--- src/rtl/lbm_ctrl_pkg.sv ---
// Shared types and constants for the LBM chunk control path.
package lbm_ctrl_pkg;

    typedef enum logic [2:0] {
        IDLE,
        LOAD,
        CSTART,
        COMPUTE,
        STORE_RD,
        STORE_WR,
        NEXT,
        FINISH
    } seq_state_e;

    // Cycles between presenting a BRAM address and the read data being valid.
    localparam int unsigned BRAM_RD_LAT = 1;

    // BRAM ownership phase; bit 0 routes BRAM to DDR/cache, bit 1 to the solver.
    typedef logic [1:0] phase_t;

    localparam phase_t PHASE_NONE    = 2'b00;
    localparam phase_t PHASE_XFER    = 2'b01;
    localparam phase_t PHASE_COMPUTE = 2'b10;

    // Ownership phase implied by a sequencer state.
    function automatic phase_t phase_of(input seq_state_e s);
        phase_t p;
        p = PHASE_NONE;
        case (s)
            LOAD, STORE_RD, STORE_WR: p = PHASE_XFER;
            CSTART, COMPUTE:          p = PHASE_COMPUTE;
            default:                  p = PHASE_NONE;
        endcase
        return p;
    endfunction

endpackage

--- src/rtl/chunk_addr_counter.sv ---
// Up-counter with synchronous clear and a terminal-count flag; incrementing
// at the terminal value returns the count to zero.
module chunk_addr_counter #(
    parameter int unsigned W    = 12,
    parameter int unsigned LAST = 4095
) (
    input  logic         clk_i,
    input  logic         rst_ni,
    input  logic         clear_i,
    input  logic         inc_i,
    output logic [W-1:0] count_o,
    output logic         tc_o
);

    localparam logic [W-1:0] LAST_V = W'(LAST);

    logic [W-1:0] count_q;
    logic [W-1:0] count_d;

    // Next count: clear dominates, increment restarts from zero after LAST.
    always_comb begin
        count_d = count_q;
        if (clear_i) begin
            count_d = '0;
        end else if (inc_i) begin
            count_d = (count_q == LAST_V) ? '0 : count_q + W'(1);
        end
    end

    // Count register.
    always_ff @(posedge clk_i or negedge rst_ni) begin
        if (!rst_ni) begin
            count_q <= '0;
        end else begin
            count_q <= count_d;
        end
    end

    assign count_o = count_q;
    assign tc_o    = (count_q == LAST_V);

endmodule

--- src/rtl/chunk_phase_sequencer.sv ---
// Per-chunk BRAM ownership sequencer: LOAD -> COMPUTE -> STORE for each chunk.
module chunk_phase_sequencer
    import lbm_ctrl_pkg::*;
#(
    parameter int unsigned ADDR_W      = 12,
    parameter int unsigned CHUNK_WORDS = 4096,
    parameter int unsigned NUM_CHUNKS  = 16,
    parameter int unsigned IDX_W       = 8
) (
    input  logic              m00_axis_aclk,
    input  logic              m00_axis_aresetn,
    input  logic              start,
    input  logic              abort,
    input  logic              ld_valid,
    output logic              ld_ready,
    output logic              compute_start,
    input  logic              compute_done,
    output logic              wb_valid,
    input  logic              wb_ready,
    output logic              chunk_transfer_ready,
    output logic              chunk_compute_ready,
    output logic              xfer_write,
    output logic [ADDR_W-1:0] DDR_addr,
    output logic [IDX_W-1:0]  chunk_idx,
    output logic              busy,
    output logic              done
);

    localparam int unsigned RD_CNT_W = (BRAM_RD_LAT > 1) ? $clog2(BRAM_RD_LAT) : 1;

    seq_state_e state_q, state_d;

    logic addr_clr, addr_inc, addr_tc;
    logic idx_clr, idx_inc, idx_tc;

    logic [RD_CNT_W-1:0] rd_cnt_q, rd_cnt_d;
    logic                rd_last;

    phase_t phase_d;
    logic   ld_ready_q, ld_ready_d;
    logic   cstart_q, cstart_d;
    logic   wb_valid_q, wb_valid_d;
    logic   xfer_rdy_q, xfer_rdy_d;
    logic   comp_rdy_q, comp_rdy_d;
    logic   xfer_write_q, xfer_write_d;
    logic   busy_q, busy_d;
    logic   done_q, done_d;

    assign rd_last = (rd_cnt_q == RD_CNT_W'(BRAM_RD_LAT - 1));

    // Next state and counter control; abort overrides every state.
    always_comb begin
        state_d  = state_q;
        addr_clr = 1'b0;
        addr_inc = 1'b0;
        idx_clr  = 1'b0;
        idx_inc  = 1'b0;
        rd_cnt_d = '0;
        if (abort) begin
            state_d  = IDLE;
            addr_clr = 1'b1;
            idx_clr  = 1'b1;
        end else begin
            case (state_q)
                IDLE: begin
                    if (start) begin
                        state_d  = LOAD;
                        addr_clr = 1'b1;
                        idx_clr  = 1'b1;
                    end
                end
                LOAD: begin
                    // ld_ready is registered high for the whole LOAD state.
                    if (ld_valid) begin
                        addr_inc = 1'b1;
                        if (addr_tc) begin
                            state_d = CSTART;
                        end
                    end
                end
                CSTART: begin
                    state_d = COMPUTE;
                end
                COMPUTE: begin
                    if (compute_done) begin
                        state_d = STORE_RD;
                    end
                end
                STORE_RD: begin
                    if (rd_last) begin
                        state_d = STORE_WR;
                    end else begin
                        rd_cnt_d = rd_cnt_q + RD_CNT_W'(1);
                    end
                end
                STORE_WR: begin
                    if (wb_ready) begin
                        addr_inc = 1'b1;
                        state_d  = addr_tc ? NEXT : STORE_RD;
                    end
                end
                NEXT: begin
                    if (idx_tc) begin
                        state_d = FINISH;
                    end else begin
                        idx_inc = 1'b1;
                        state_d = LOAD;
                    end
                end
                FINISH: begin
                    state_d = IDLE;
                end
                default: begin
                    state_d = IDLE;
                end
            endcase
        end
    end

    // Outputs are decoded from the next state so they register in step with it.
    always_comb begin
        phase_d      = phase_of(state_d);
        xfer_rdy_d   = phase_d[0];
        comp_rdy_d   = phase_d[1];
        ld_ready_d   = (state_d == LOAD);
        xfer_write_d = (state_d == LOAD);
        cstart_d     = (state_d == CSTART);
        wb_valid_d   = (state_d == STORE_WR);
        busy_d       = (state_d != IDLE);
        done_d       = (state_d == FINISH);
    end

    // State, read-latency counter and registered outputs.
    always_ff @(posedge m00_axis_aclk or negedge m00_axis_aresetn) begin
        if (!m00_axis_aresetn) begin
            state_q      <= IDLE;
            rd_cnt_q     <= '0;
            ld_ready_q   <= 1'b0;
            cstart_q     <= 1'b0;
            wb_valid_q   <= 1'b0;
            xfer_rdy_q   <= 1'b0;
            comp_rdy_q   <= 1'b0;
            xfer_write_q <= 1'b0;
            busy_q       <= 1'b0;
            done_q       <= 1'b0;
        end else begin
            state_q      <= state_d;
            rd_cnt_q     <= rd_cnt_d;
            ld_ready_q   <= ld_ready_d;
            cstart_q     <= cstart_d;
            wb_valid_q   <= wb_valid_d;
            xfer_rdy_q   <= xfer_rdy_d;
            comp_rdy_q   <= comp_rdy_d;
            xfer_write_q <= xfer_write_d;
            busy_q       <= busy_d;
            done_q       <= done_d;
        end
    end

    chunk_addr_counter #(
        .W    (ADDR_W),
        .LAST (CHUNK_WORDS - 1)
    ) u_addr_cnt (
        .clk_i   (m00_axis_aclk),
        .rst_ni  (m00_axis_aresetn),
        .clear_i (addr_clr),
        .inc_i   (addr_inc),
        .count_o (DDR_addr),
        .tc_o    (addr_tc)
    );

    chunk_addr_counter #(
        .W    (IDX_W),
        .LAST (NUM_CHUNKS - 1)
    ) u_idx_cnt (
        .clk_i   (m00_axis_aclk),
        .rst_ni  (m00_axis_aresetn),
        .clear_i (idx_clr),
        .inc_i   (idx_inc),
        .count_o (chunk_idx),
        .tc_o    (idx_tc)
    );

    assign ld_ready             = ld_ready_q;
    assign compute_start        = cstart_q;
    assign wb_valid             = wb_valid_q;
    assign chunk_transfer_ready = xfer_rdy_q;
    assign chunk_compute_ready  = comp_rdy_q;
    assign xfer_write           = xfer_write_q;
    assign busy                 = busy_q;
    assign done                 = done_q;

endmodule

--- config.mk ---
export PLATFORM = sky130hd
export DESIGN_NAME = chunk_phase_sequencer
export DESIGN_NICKNAME = d
export VERILOG_FILES = /design/src/rtl/lbm_ctrl_pkg.sv /design/src/rtl/chunk_addr_counter.sv /design/src/rtl/chunk_phase_sequencer.sv
export SDC_FILE = /design/constraint.sdc
export NUM_CORES = 1
export LEC_CHECK = 0
export ABC_CLOCK_PERIOD_IN_PS = 2000
export CAP_MARGIN = 30
export CORE_UTILIZATION = 40
export DETAILED_ROUTE_END_ITERATION = 8
export PLACE_DENSITY = 0.76
export REMOVE_ABC_BUFFERS = 1
export SETUP_SLACK_MARGIN = 0.05
export SYNTH_ARGS = -nofsm -noshare
export SYNTH_HDL_FRONTEND = slang
export SYNTH_SLANG_ARGS = --single-unit
--- constraint.sdc ---
create_clock -name m00_axis_aclk -period 2 [get_ports m00_axis_aclk]
set_clock_uncertainty 0.2 [all_clocks]
set_input_delay 0.5 -clock m00_axis_aclk [delete_from_list [all_inputs] [get_ports m00_axis_aclk]]
set_output_delay 0.5 -clock m00_axis_aclk [all_outputs]
set_load 0.005 [all_outputs]
==> After elaboration in Yosys (flattened, before gate mapping) <==
Cells that the tools add are included.
{ "totals": {"word_cells": 65, "input_bits": 7, "out_inout_bits": 28, "regBits": 31} }
{ "op_classes": {"mux": 30, "eq_ne": 15, "addsub": 3, "n_reduce_logical": 6} }
{ "ops": {"columns": ["cell", "n"], "rows": [
  ["two-way mux 12 bit", 3],
  ["two-way mux 3 bit", 8],
  ["two-way mux 8 bit", 3],
  ["case mux 3 bit (8 select lines)", 1],
  ["equality test 3 bit (second input constant)", 7],
  ["adder 12 x 1 -> 12 bit (second input constant)", 1],
  ["equality test 12 bit (second input constant)", 1],
  ["equality test 3 x 2 -> 1 bit (second input constant)", 4],
  ["two-way mux 1 bit", 12],
  ["adder 8 x 1 -> 8 bit (second input constant)", 1],
  ["equality test 8 x 4 -> 1 bit (second input constant)", 1],
  ["equality test 3 x 1 -> 1 bit (second input constant)", 2],
  ["case mux 2 bit (2 select lines)", 1],
  ["nonzero test 2 bit", 2],
  ["zero test 3 bit", 1],
  ["nonzero test 3 bit", 1],
  ["OR reduction 3 bit", 1],
  ["two-way mux 2 bit", 1],
  ["case mux 1 bit (2 select lines)", 1],
  ["OR reduction 2 bit", 1],
  ["adder 1 bit (second input constant)", 1]
]} }

==> Depth between registers and ports, before layout <==
Gate-level depths: netlist (run 1).
{ "depth": {"ltp_word": 8, "depth_mapped": 7, "ltp_nobuf": 6} }

==> Modules after synthesis <==
From an unflattened synthesis (run 1), not the netlist that was laid out.
{ "unflattened": {"hier_cells": 152, "hier_area_um2": 1616.6} }
{ "modules_own_cells": {"columns": ["module", "seq_area_each_um2", "instances", "cells_each", "area_per_inst_um2"], "rows": [
  ["chunk_addr_counter (u_addr_cnt)", 300.3, 1, 62, 641.9],
  ["chunk_phase_sequencer", 250.2, 1, 46, 555.5],
  ["chunk_addr_counter (u_idx_cnt)", 200.2, 1, 44, 419.2]
]} }

==> Worst setup path before layout (run 1) <==
Ideal clock, no wire load.
{ "synth_timing": {"kind": "reg2reg", "start": "register u_addr_cnt.count_q[0], in the netlist u_addr_cnt.count_o[0]", "end": "register u_addr_cnt.count_q[11], in the netlist u_addr_cnt.count_o[11]", "setup_ps": 133, "stages_incl_launch_ff": 6, "period_less_slack_ps": 1862, "path_slack_ps": 138, "arrival_time_ps": 1529, "path_buffers": 0, "t_required_ps": 1667, "path_cell_list": "dfrtp_1 > ha_1 > nand4_1 > or3_1 > o21ai_2 > nor3b_2"} }
{ "synth_via": {"elab_chain_len": 4, "elab_cells_between_ends": 5, "cone_classes": "1 x add/sub; 1 x eq/ne; 3 x mux"} }
{ "synth_rtl": {"columns": ["element", "line_no", "rtl"], "rows": [
  ["start, declared", "chunk_addr_counter.sv:17", "logic [W-1:0] count_q;"],
  ["start signal, assigned", "chunk_addr_counter.sv:35", "count_q <= count_d;"],
  ["adder 12 x 1 -> 12 bit / equality test 12 bit (equally long branches)", "chunk_addr_counter.sv:26", "count_d = (count_q == LAST_V) ? '0 : count_q + W'(1);"],
  ["two-way mux 12 bit *", "chunk_addr_counter.sv:26", null],
  ["two-way mux 12 bit *", "chunk_addr_counter.sv:25", "end else if (inc_i) begin"],
  ["two-way mux 12 bit *", "chunk_addr_counter.sv:23", "if (clear_i) begin"]
]} }
Every way passes the cells marked *; elsewhere a longest branch is shown, timed or not. The select of a mux whose other input is x is not followed.
A chain may end at the register's enable or synchronous reset.

==> Final worst setup path (run 1) <==
{ "layout_timing": {"start": "register u_addr_cnt.count_q[1], in the netlist u_addr_cnt.count_o[1]", "end": "output DDR_addr[1]"} }
{ "layout_rtl": {"columns": ["element", "line_no", "rtl"], "rows": [
  ["end, declared", "chunk_phase_sequencer.sv:23", "output logic [ADDR_W-1:0] DDR_addr,"]
]} }
No word-level cell between the ends.

==> results of run 1 <==
## layout make-up
cell class	instances	area (um^2)	share of cell area
Inverter	9	33.78	0.01309
Sequential cell	30	752.0	0.2915
Clock inverter	3	40.04	0.01552
Clock buffer	5	68.82	0.02667
Timing Repair Buffer	86	732.0	0.2837
Tap cell	50	62.56	0.02425
Multi-Input combinational cell	124	890.9	0.3453
## per-stage QoR
stage / TNS [ns] / hold WS, ns
2_1_floorplan: 0 / 0.004409
3_3_place_gp: -3.821 / 0.3713
3_5_place_dp: -4.381 / 0.3806
4_1_cts: 0 / 0.3883
5_1_grt: -0.007073 / 0.4196
6_report: 0 / 0.3797
## kinds of logic after synthesis
family	after synthesis	share of synthesized area
buf+inv	17	0.04597
compound gates	39	0.1726
simple gates	72	0.2509
fa+ha+maj	2	0.01507
flops	30	0.4521
mux	3	0.02110
xor+xnor	8	0.04220
## worst min-delay path by stage
| stage | depth (start not counted) | end | start |
|---|---|---|---|
| after floorplan | 0 | busy | m00_axis_aresetn |
| after global placement | 2 | u_idx_cnt.count_o[3] | u_idx_cnt.count_o[3] |
| after detailed placement | 2 | u_idx_cnt.count_o[0] | u_idx_cnt.count_o[0] |
| after CTS | 2 | u_idx_cnt.count_o[0] | u_idx_cnt.count_o[0] |
| after global routing | 2 | u_idx_cnt.count_o[7] | u_idx_cnt.count_o[7] |
| final | 2 | u_idx_cnt.count_o[0] | u_idx_cnt.count_o[0] |
## sequential cells by signal, summed over array words and instances, names as in the netlist
name,count
u_addr_cnt.count_o,12
u_idx_cnt.count_o,8
state_q,3
busy,1
chunk_compute_ready,1
chunk_transfer_ready,1
compute_start,1
done,1
wb_valid,1
xfer_write,1
## critical path: cells and delay by family (launching register included)
family | cells | cell delay, ns
flip-flops | 1 | 0.41
buffers and inverters | 3 | 0.54
## layout by cell type (no fill, tap or decap), types with 6 or more instances in the layout
master | synthesis | final
buf_4 | 1 | 49
o21ai_1 | 5 | 6
inv_1 | 7 | 7
dlygate4sd2_1 | 0 | 12
nand2_1 | 12 | 12
a21oi_1 | 10 | 9
clkdlybuf4s50_1 | 0 | 20
nand3_1 | 9 | 9
nor2_1 | 11 | 11
or3_1 | 8 | 7
dfrtp_1 | 30 | 29
## where the power goes
| part | internal [mW] | total [mW] | switching (mW) |
|---|---|---|---|
| Clock | 0.366 | 0.593 | 0.227 |
| Combinational | 0.0738 | 0.147 | 0.0728 |
| Sequential | 0.614 | 0.619 | 0.00580 |
| Total | 1.05 | 1.36 | 0.306 |
## per-layer routing
metal | vias to the layer above | routed length, um | share of wire
met1 | 771 | 1871 | 0.45
li1 | 800 | - | -
met2 | 60 | 2018 | 0.48
met4 | 0 | 108 | 0.026
met3 | 11 | 200 | 0.048
met5 | - | 0 | 0
## timing repair
action / CTS / global route
pin swaps: 3 / 6
hold endpoints to repair: 0 / 0
resized for setup: 17 / 13
buffers inserted: 7 / 8
setup endpoints to repair: 23 / 25
==> key figures, run 1 <==
Synthesis
  • Mapped Area: 1660 um^2
  • Cell variety after synth: 53
  • Seq/Total Area, Yosys: 0.4521
  • FF+latch count, synth: 30
  • Synth cell count leaders: dfrtp_1 (30), nand2_1 (12), nor2_1 (11), a21oi_1 (10), nand3_1 (9)
  • Cell with the most instances after synthesis: dfrtp_1
  • Largest area contributor in the netlist: dfrtp_1
  • Syn avg cell area: 9.710 um^2
  • Asr flop ratio synth: 1.000
  • Post-synth top area share: 0.4521
  • Post-synth EDFFs: 0
  • Top_reg_cell synth: dfrtp_1
  • Top area cells in the synthesized netlist: dfrtp_1 (45%), a21oi_1 (3.0%), or3_1 (3.0%)
  • Yosys Warn Count: 0
  • Post-Syn Instances: 171

Global route
  • Met2 usage: 0.3304
  • First-pass GRT wire length: 6.741 mm
  • GRT met3 Usage: 0.05345
  • Vias in the first global route: 1506
  • Largest net degree at the start of global routing: 31
  • Total Routing Usage GR: 0.2059
  • Initial antenna violation count: 0
  • M1 GR Usage: 0.2570
  • Total congestion overflow: 0
  • Most used routing layer: met2

Place
  • Post-detail-place hpwl: 2.860 mm
  • Setup WS pre-CTS: -0.3383 ns
  • Placed Instances: 284
  • Cell area after placement: 2298 um^2
  • Port bufs: 34
  • Final GP Congestion: 0.8211

Route
  • Initial DRC count: 76
  • Drt first pass iters: 4
  • Final wirelength: 4.198 mm
  • Residual DRC: 0
  • DR vias: 1642
  • WL per Instance: 13.67 um
  • Via density per instance: 5.349
  • Detail Route Antenna Nets: 0

Floorplan
  • Die outline height: 66.43 um
  • Core area: 4000 um^2
  • Starting Density: 0.4151
  • Die Area: 4412 um^2
  • Site Rows: 23
  • Die W: 66.43 um
  • I/O pin total: 35

Timing
  • Final min period: 1.924 ns
  • RSZ-0062 raised after global routing: true
  • Final Hold Viols: 0
  • Worst-Margin Slew: 0.4392 ns
  • Fin crit share: 0.9619
  • Slew Viols, Final: 0
  • FMAX: 0.5198 GHz
  • Final setup viols: 0
  • Slew headroom: 0.7050
  • Worst setup margin: 0.07628 ns

Critical path
  • FF-to-FF End: done
  • Worst path cell trace: buf_4, buf_4, dlygate4sd2_1
  • CP Max Fanout: 4
  • CP Data Arrival Time: 1.22 ns
  • Critical path launch point type: register
  • Worst path slowest cell: dfrtp_1
  • CP required: 1.30 ns
  • Critical Path End Type: primary output
  • Crit path capture: DDR_addr[1]
  • Crit Path Class: reg -> out
  • Reg2Reg Depth: 6
  • Crit-path most repeated cell: buf_4
  • Slowest cell delay on critical path: 0.41 ns
  • Critical Path Start: u_addr_cnt.count_o[1]
  • R2R Setup Slk: 0.10 ns
  • Reg2Reg Launch Point: u_addr_cnt.count_o[8]

CTS
  • Post-CTS Hold Fix Bufs: 0
  • Worst-path clk slew: 0.06 ns
  • Clk_lat worst skew: 0.28 ns
  • H-tree Lvls: 2
  • Longest Clk Path Bufs: 2
  • Clk sinks: 30
  • CTS tree: built
  • CTS root buffer: clkbuf_8
  • CTS buffer count: 5

Finish
  • Final Net Count: 265
  • Post-route insts no fill: 307
  • Syn-to-layout area delta: 55.39%
  • Ratio of cells with drive above 1 in the final layout: 0.3152
  • Fin area: 2580 um^2
  • Core Util, Final: 0.6450
  • Antenna cells: 0
  • FILL cells: 321

Outcome
  • Run status: complete, no violations

Power
  • PD cells: 526.8 nW/um^2
  • Leakage: 1.178 nW
  • Max VDD drop: 0.4178 mV
  • Tot Pwr: 1.359 mW

Job
  • Max-cap violations: 0

Hold path
  • Hold Path Class: reg -> reg
(Power assumes the default switching activity.)
==> inputs of run 2 (changes only) <==
Settings changed: ABC_CLOCK_PERIOD_IN_PS 2000 to 1830, CTS_BUF_LIST set to sky130_fd_sc_hd__clkbuf_8.
Clock period 2 ns to 1.83 ns, I/O delays scaled along.
==> run 2 against run 1 <==
The run now ends with setup timing left. Utilization rose by 8.0 points. Register-to-register slack got worse by 0.25 ns. Flip-flop and latch count did not move. Clock-buffer cell count rose by 1. Hold slack got worse by 0.043 ns. Final cell count rose by 5.5%. Largest power group unchanged. Combinational power rose by 31%. Highest routed layer unchanged. Setup slack got worse by 0.23 ns.
==> key figures, run 2 (synthesis results as in run 1) <==
Outcome
  • Run status: complete, but fails checks
  • Failing checks: setup timing

Finish
  • Post-route insts no fill: 324
  • Final Net Count: 282
  • Core Util, Final: 0.7254
  • Commonest non-fill, non-tap cell in the layout: buf_4
  • Antenna cells: 0
  • Fin area: 2902 um^2
  • Ratio of cells with drive above 1 in the final layout: 0.4380
  • Syn-to-layout area delta: 74.75%
  • Largest register FFs: 12
  • Most frequent cells in the layout: buf_4 (53), dfrtp_1 (28), dlygate4sd2_1 (23)

Route
  • Detail Route Antenna Nets: 0
  • Met2 wire length: 2.999 mm
  • Wl on met1: 2.302 mm
  • Met3 WL post-DR: 249 um
  • Drt first pass iters: 4
  • Initial DRC count: 102
  • Via density per instance: 5.707
  • Final wirelength: 5.708 mm
  • DR top layer: met4
  • DR vias: 1849
  • Residual DRC: 0
  • WL per Instance: 17.62 um

Floorplan
  • Core area: 4000 um^2
  • Site Rows: 23
  • I/O pin total: 35
  • Die W: 66.43 um
  • Starting Density: 0.4151
  • Die outline height: 66.43 um
  • Die Area: 4412 um^2

Critical path
  • CP Buf/Inv Count: 0
  • Worst path cell trace: ha_2, nand4_1, or3_4, o21ai_4, a21oi_1
  • CP required: 1.78 ns
  • Worst path slowest cell: or3_4
  • Reg2Reg Depth: 5
  • Reg2Reg Launch Point: u_addr_cnt.count_o[1]
  • Top delay family on crit path: simple AND/OR/NAND/NOR gates
  • Slowest cell delay on critical path: 0.50 ns
  • R2R Setup Slk: -0.15 ns
  • Critical path launch point type: register
  • Critical Path End Type: register
  • Crit Path Class: reg -> reg
  • CP Max Fanout: 7
  • FF-to-FF End: u_addr_cnt.count_o[5]
  • CP Data Arrival Time: 1.94 ns

CTS
  • CTS buffer count: 5
  • Longest Clk Path Bufs: 2
  • Clk_lat worst skew: 0.28 ns
  • Worst-path clk slew: 0.06 ns
  • CTS tree: built
  • CTS root buffer: clkbuf_8
  • H-tree Lvls: 2
  • Clk sinks: 30

Timing
  • Total Neg Setup Slack: -1.610 ns
  • Worst setup margin: -0.1531 ns
  • Final setup viols: 18
  • FMAX: 0.5043 GHz
  • RSZ-0062 raised after global routing: true
  • Fin crit share: 1.084
  • Worst-Margin Slew: 0.4336 ns
  • Slew headroom: 0.7109
  • Final min period: 1.983 ns
  • Slew Viols, Final: 0
  • Fin Hold WS: 0.3366 ns
  • Final Hold Viols: 0

Global route
  • Initial antenna violation count: 0
  • First-pass GRT wire length: 7.817 mm
  • Vias in the first global route: 1641
  • Largest net degree at the start of global routing: 31
  • Total Routing Usage GR: 0.2415
  • Total congestion overflow: 0

Power
  • Tot Pwr: 1.422 mW
  • Max VDD drop: 0.4229 mV
  • PD cells: 490.2 nW/um^2
  • Leakage: 1.434 nW

Place
  • Post-detail-place hpwl: 3.007 mm
  • Placed Instances: 293
  • Final GP Congestion: 0.8266
  • Cell area after placement: 2379 um^2
  • Setup WS pre-CTS: -0.4838 ns
  • Port bufs: 34

Hold path
  • Hold Path Class: in -> async

Job
  • Max-cap violations: 0
-- run 2: worst max path at each step --
stage / from / to / depth (start not counted)
floorplan: state_q[1] / u_addr_cnt.count_o[9] / 4
global placement: wb_ready / u_addr_cnt.count_o[10] / 6
detailed placement: wb_ready / u_addr_cnt.count_o[3] / 6
CTS: u_addr_cnt.count_o[1] / compute_start / 6
global route: u_addr_cnt.count_o[1] / u_addr_cnt.count_o[5] / 5
finish: u_addr_cnt.count_o[1] / u_addr_cnt.count_o[5] / 5
-- run 2: power breakdown --
group	total [mW]	switching (mW)	leakage [nW]	internal, mW
combinational	0.193	0.102	0.972	0.0903
sequential	0.676	0.00528	0.410	0.670
clock	0.554	0.257	0.0524	0.297
-- run 2: cell type report --
class	instances	area, um^2
clock inverter	2	8.758
sequential	30	753.2
tap	50	62.56
inverter	9	33.78
multi-input combinational	124	1057
fill	273	1099
clock buffer	6	82.58
timing repair buffer	103	903.4
-- run 2: layer usage --
metal / GRT usage / vias up
met5: 0 / -
met4: 0.09574 / 0
met3: 0.04828 / 15
met2: 0.4196 / 82
met1: 0.2899 / 913
li1: - / 839
-- run 2: what timing repair did --
action	in CTS	in global routing
pin swaps	11	24
cloned	1	0
gates resized for setup	57	40
endpoints found under the setup margin	39	33
setup buffers	16	6
hold buffers	0	0
==> inputs of run 3 (changes only) <==
Settings changed: ABC_CLOCK_PERIOD_IN_PS 1830 to 2500.
Clock period 1.83 ns to 2.5 ns, I/O delays scaled along.
==> run 3 against run 2 <==
Critical endpoint unchanged. Maximum frequency is 11% lower. The run now ends clean. Highest routed layer unchanged. Die area unchanged. Largest power group unchanged. First-iteration DRC count fell by 57%.
==> key figures, run 3 (synthesis results as in run 1) <==
Global route
  • First-pass GRT wire length: 6.223 mm
  • Largest net degree at the start of global routing: 31
  • Met2 usage: 0.3151
  • Most used routing layer: met2
  • Total congestion overflow: 0
  • Vias in the first global route: 1319
  • M1 GR Usage: 0.2329
  • Total Routing Usage GR: 0.1952
  • GRT met3 Usage: 0.05345
  • Initial antenna violation count: 0

Timing
  • RSZ-0062 raised after global routing: false
  • Worst-Margin Slew: 0.5801 ns
  • Final setup viols: 0
  • Final min period: 2.227 ns
  • Worst setup margin: 0.2730 ns
  • Final Hold Viols: 0
  • Fin crit share: 0.8908
  • Total Neg Setup Slack: 0 ns
  • Slew headroom: 0.6101
  • Slew Viols, Final: 0
  • FMAX: 0.4490 GHz

Critical path
  • Slowest cell delay on critical path: 0.47 ns
  • CP required: 2.44 ns
  • R2R Setup Slk: 0.27 ns
  • Worst path slowest cell: or3_1
  • Worst path cell trace: ha_1, nand4_1, or3_1, o21ai_2, a21oi_1
  • CP Max Fanout: 7
  • Critical path launch point type: register
  • Crit Path Class: reg -> reg
  • Critical Path End Type: register
  • CP Data Arrival Time: 2.17 ns

Finish
  • Antenna cells: 0
  • Commonest non-fill, non-tap cell in the layout: clkdlybuf4s50_1
  • FILL cells: 370
  • Area of the multi-input gates: 833.3 um^2
  • Most frequent cells in the layout: clkdlybuf4s50_1 (34), dfrtp_1 (30), nand2_1 (12)
  • Fin area: 2175 um^2
  • Syn-to-layout area delta: 30.97%
  • Largest register FFs: 12
  • Ratio of cells with drive above 1 in the final layout: 0.1280
  • Post-route insts no fill: 261
  • Final Net Count: 219
  • FF/Latch Area: 750.7 um^2

CTS
  • CTS tree: built
  • Worst-path clk slew: 0.07 ns
  • Post-CTS Setup Inserts: 0
  • Clk_lat worst skew: 0.28 ns
  • CTS buffer count: 5
  • # resized after CTS: 0
  • CTS root buffer: clkbuf_8
  • H-tree Lvls: 2
  • Longest Clk Path Bufs: 2
  • Clk sinks: 30
  • Post-CTS Hold Fix Bufs: 0

Floorplan
  • Core area: 4000 um^2
  • Die Area: 4412 um^2
  • Site Rows: 23
  • Starting Density: 0.4151
  • Die W: 66.43 um
  • Die outline height: 66.43 um
  • I/O pin total: 35

Route
  • Initial DRC count: 44
  • Drt first pass iters: 4
  • Via density per instance: 5.667
  • DR vias: 1479
  • Detail Route Antenna Nets: 0
  • WL per Instance: 14.39 um
  • Residual DRC: 0
  • Final wirelength: 3.755 mm

Power
  • Max VDD drop: 0.2897 mV
  • PD cells: 487.7 nW/um^2
  • Tot Pwr: 1.061 mW
  • Leakage: 0.8423 nW

Place
  • Final GP Congestion: 0.7572
  • Placed Instances: 253
  • Post-detail-place hpwl: 2.546 mm
  • Cell area after placement: 2066 um^2
  • Port bufs: 34
  • Setup WS pre-CTS: 0.002246 ns

Hold path
  • Hold Path Class: reg -> reg

Outcome
  • Run status: complete, no violations

Job
  • Max-cap violations: 0
-- run 3: per-layer routing --
metal | part of all wire | up-vias
met3 | 0.042 | 9
met5 | 0 | -
met4 | 0.026 | 0
li1 | - | 717
met2 | 0.49 | 36
met1 | 0.44 | 717
-- run 3: critical path: cells and delay by family, from the launching register on --
| kind | cells | cell delay (ns) |
|---|---|---|
| adders and majority gates | 1 | 0.22 |
| DFF | 1 | 0.44 |
| AOI/OAI and AO/OA | 2 | 0.48 |
| and+or+nand+nor | 2 | 0.74 |
-- run 3: worst paths after layout --
path                       depth (start not counted)                     to                  start
setup reg to reg                                   5  u_addr_cnt.count_o[5]  u_addr_cnt.count_o[0]
setup / recovery                                   5  u_addr_cnt.count_o[5]  u_addr_cnt.count_o[0]
hold / removal                                     1   u_idx_cnt.count_o[0]   u_idx_cnt.count_o[0]
hold reg to reg                                    1   u_idx_cnt.count_o[0]   u_idx_cnt.count_o[0]
min in group asynchronous                          2  u_addr_cnt.count_o[0]       m00_axis_aresetn
max in group asynchronous                          2  u_addr_cnt.count_o[3]       m00_axis_aresetn
-- run 3: area by class of cell --
class | count | share of cell area
Clock buffer | 5 | 0.03165
Clock inverter | 3 | 0.01841
Inverter | 9 | 0.01554
Multi-Input combinational cell | 124 | 0.3832
Sequential cell | 30 | 0.3452
Tap cell | 50 | 0.02877
Timing Repair Buffer | 40 | 0.1772
-- run 3: report_power, final --
| part | total (mW) | switching [mW] | internal, mW |
|---|---|---|---|
| Combinational | 0.0842 | 0.0469 | 0.0373 |
| Sequential | 0.497 | 0.00598 | 0.491 |
| Clock | 0.480 | 0.187 | 0.293 |
-- run 3: metrics by stage --
step | util | hold WS (ns)
after global routing | 0.5436 | 0.4054
after floorplan | - | 0.1294
after global placement | 0.5164 | 0.3524
after CTS | 0.5436 | 0.3784
after detailed placement | 0.5164 | 0.3642
final | 0.5436 | 0.3814
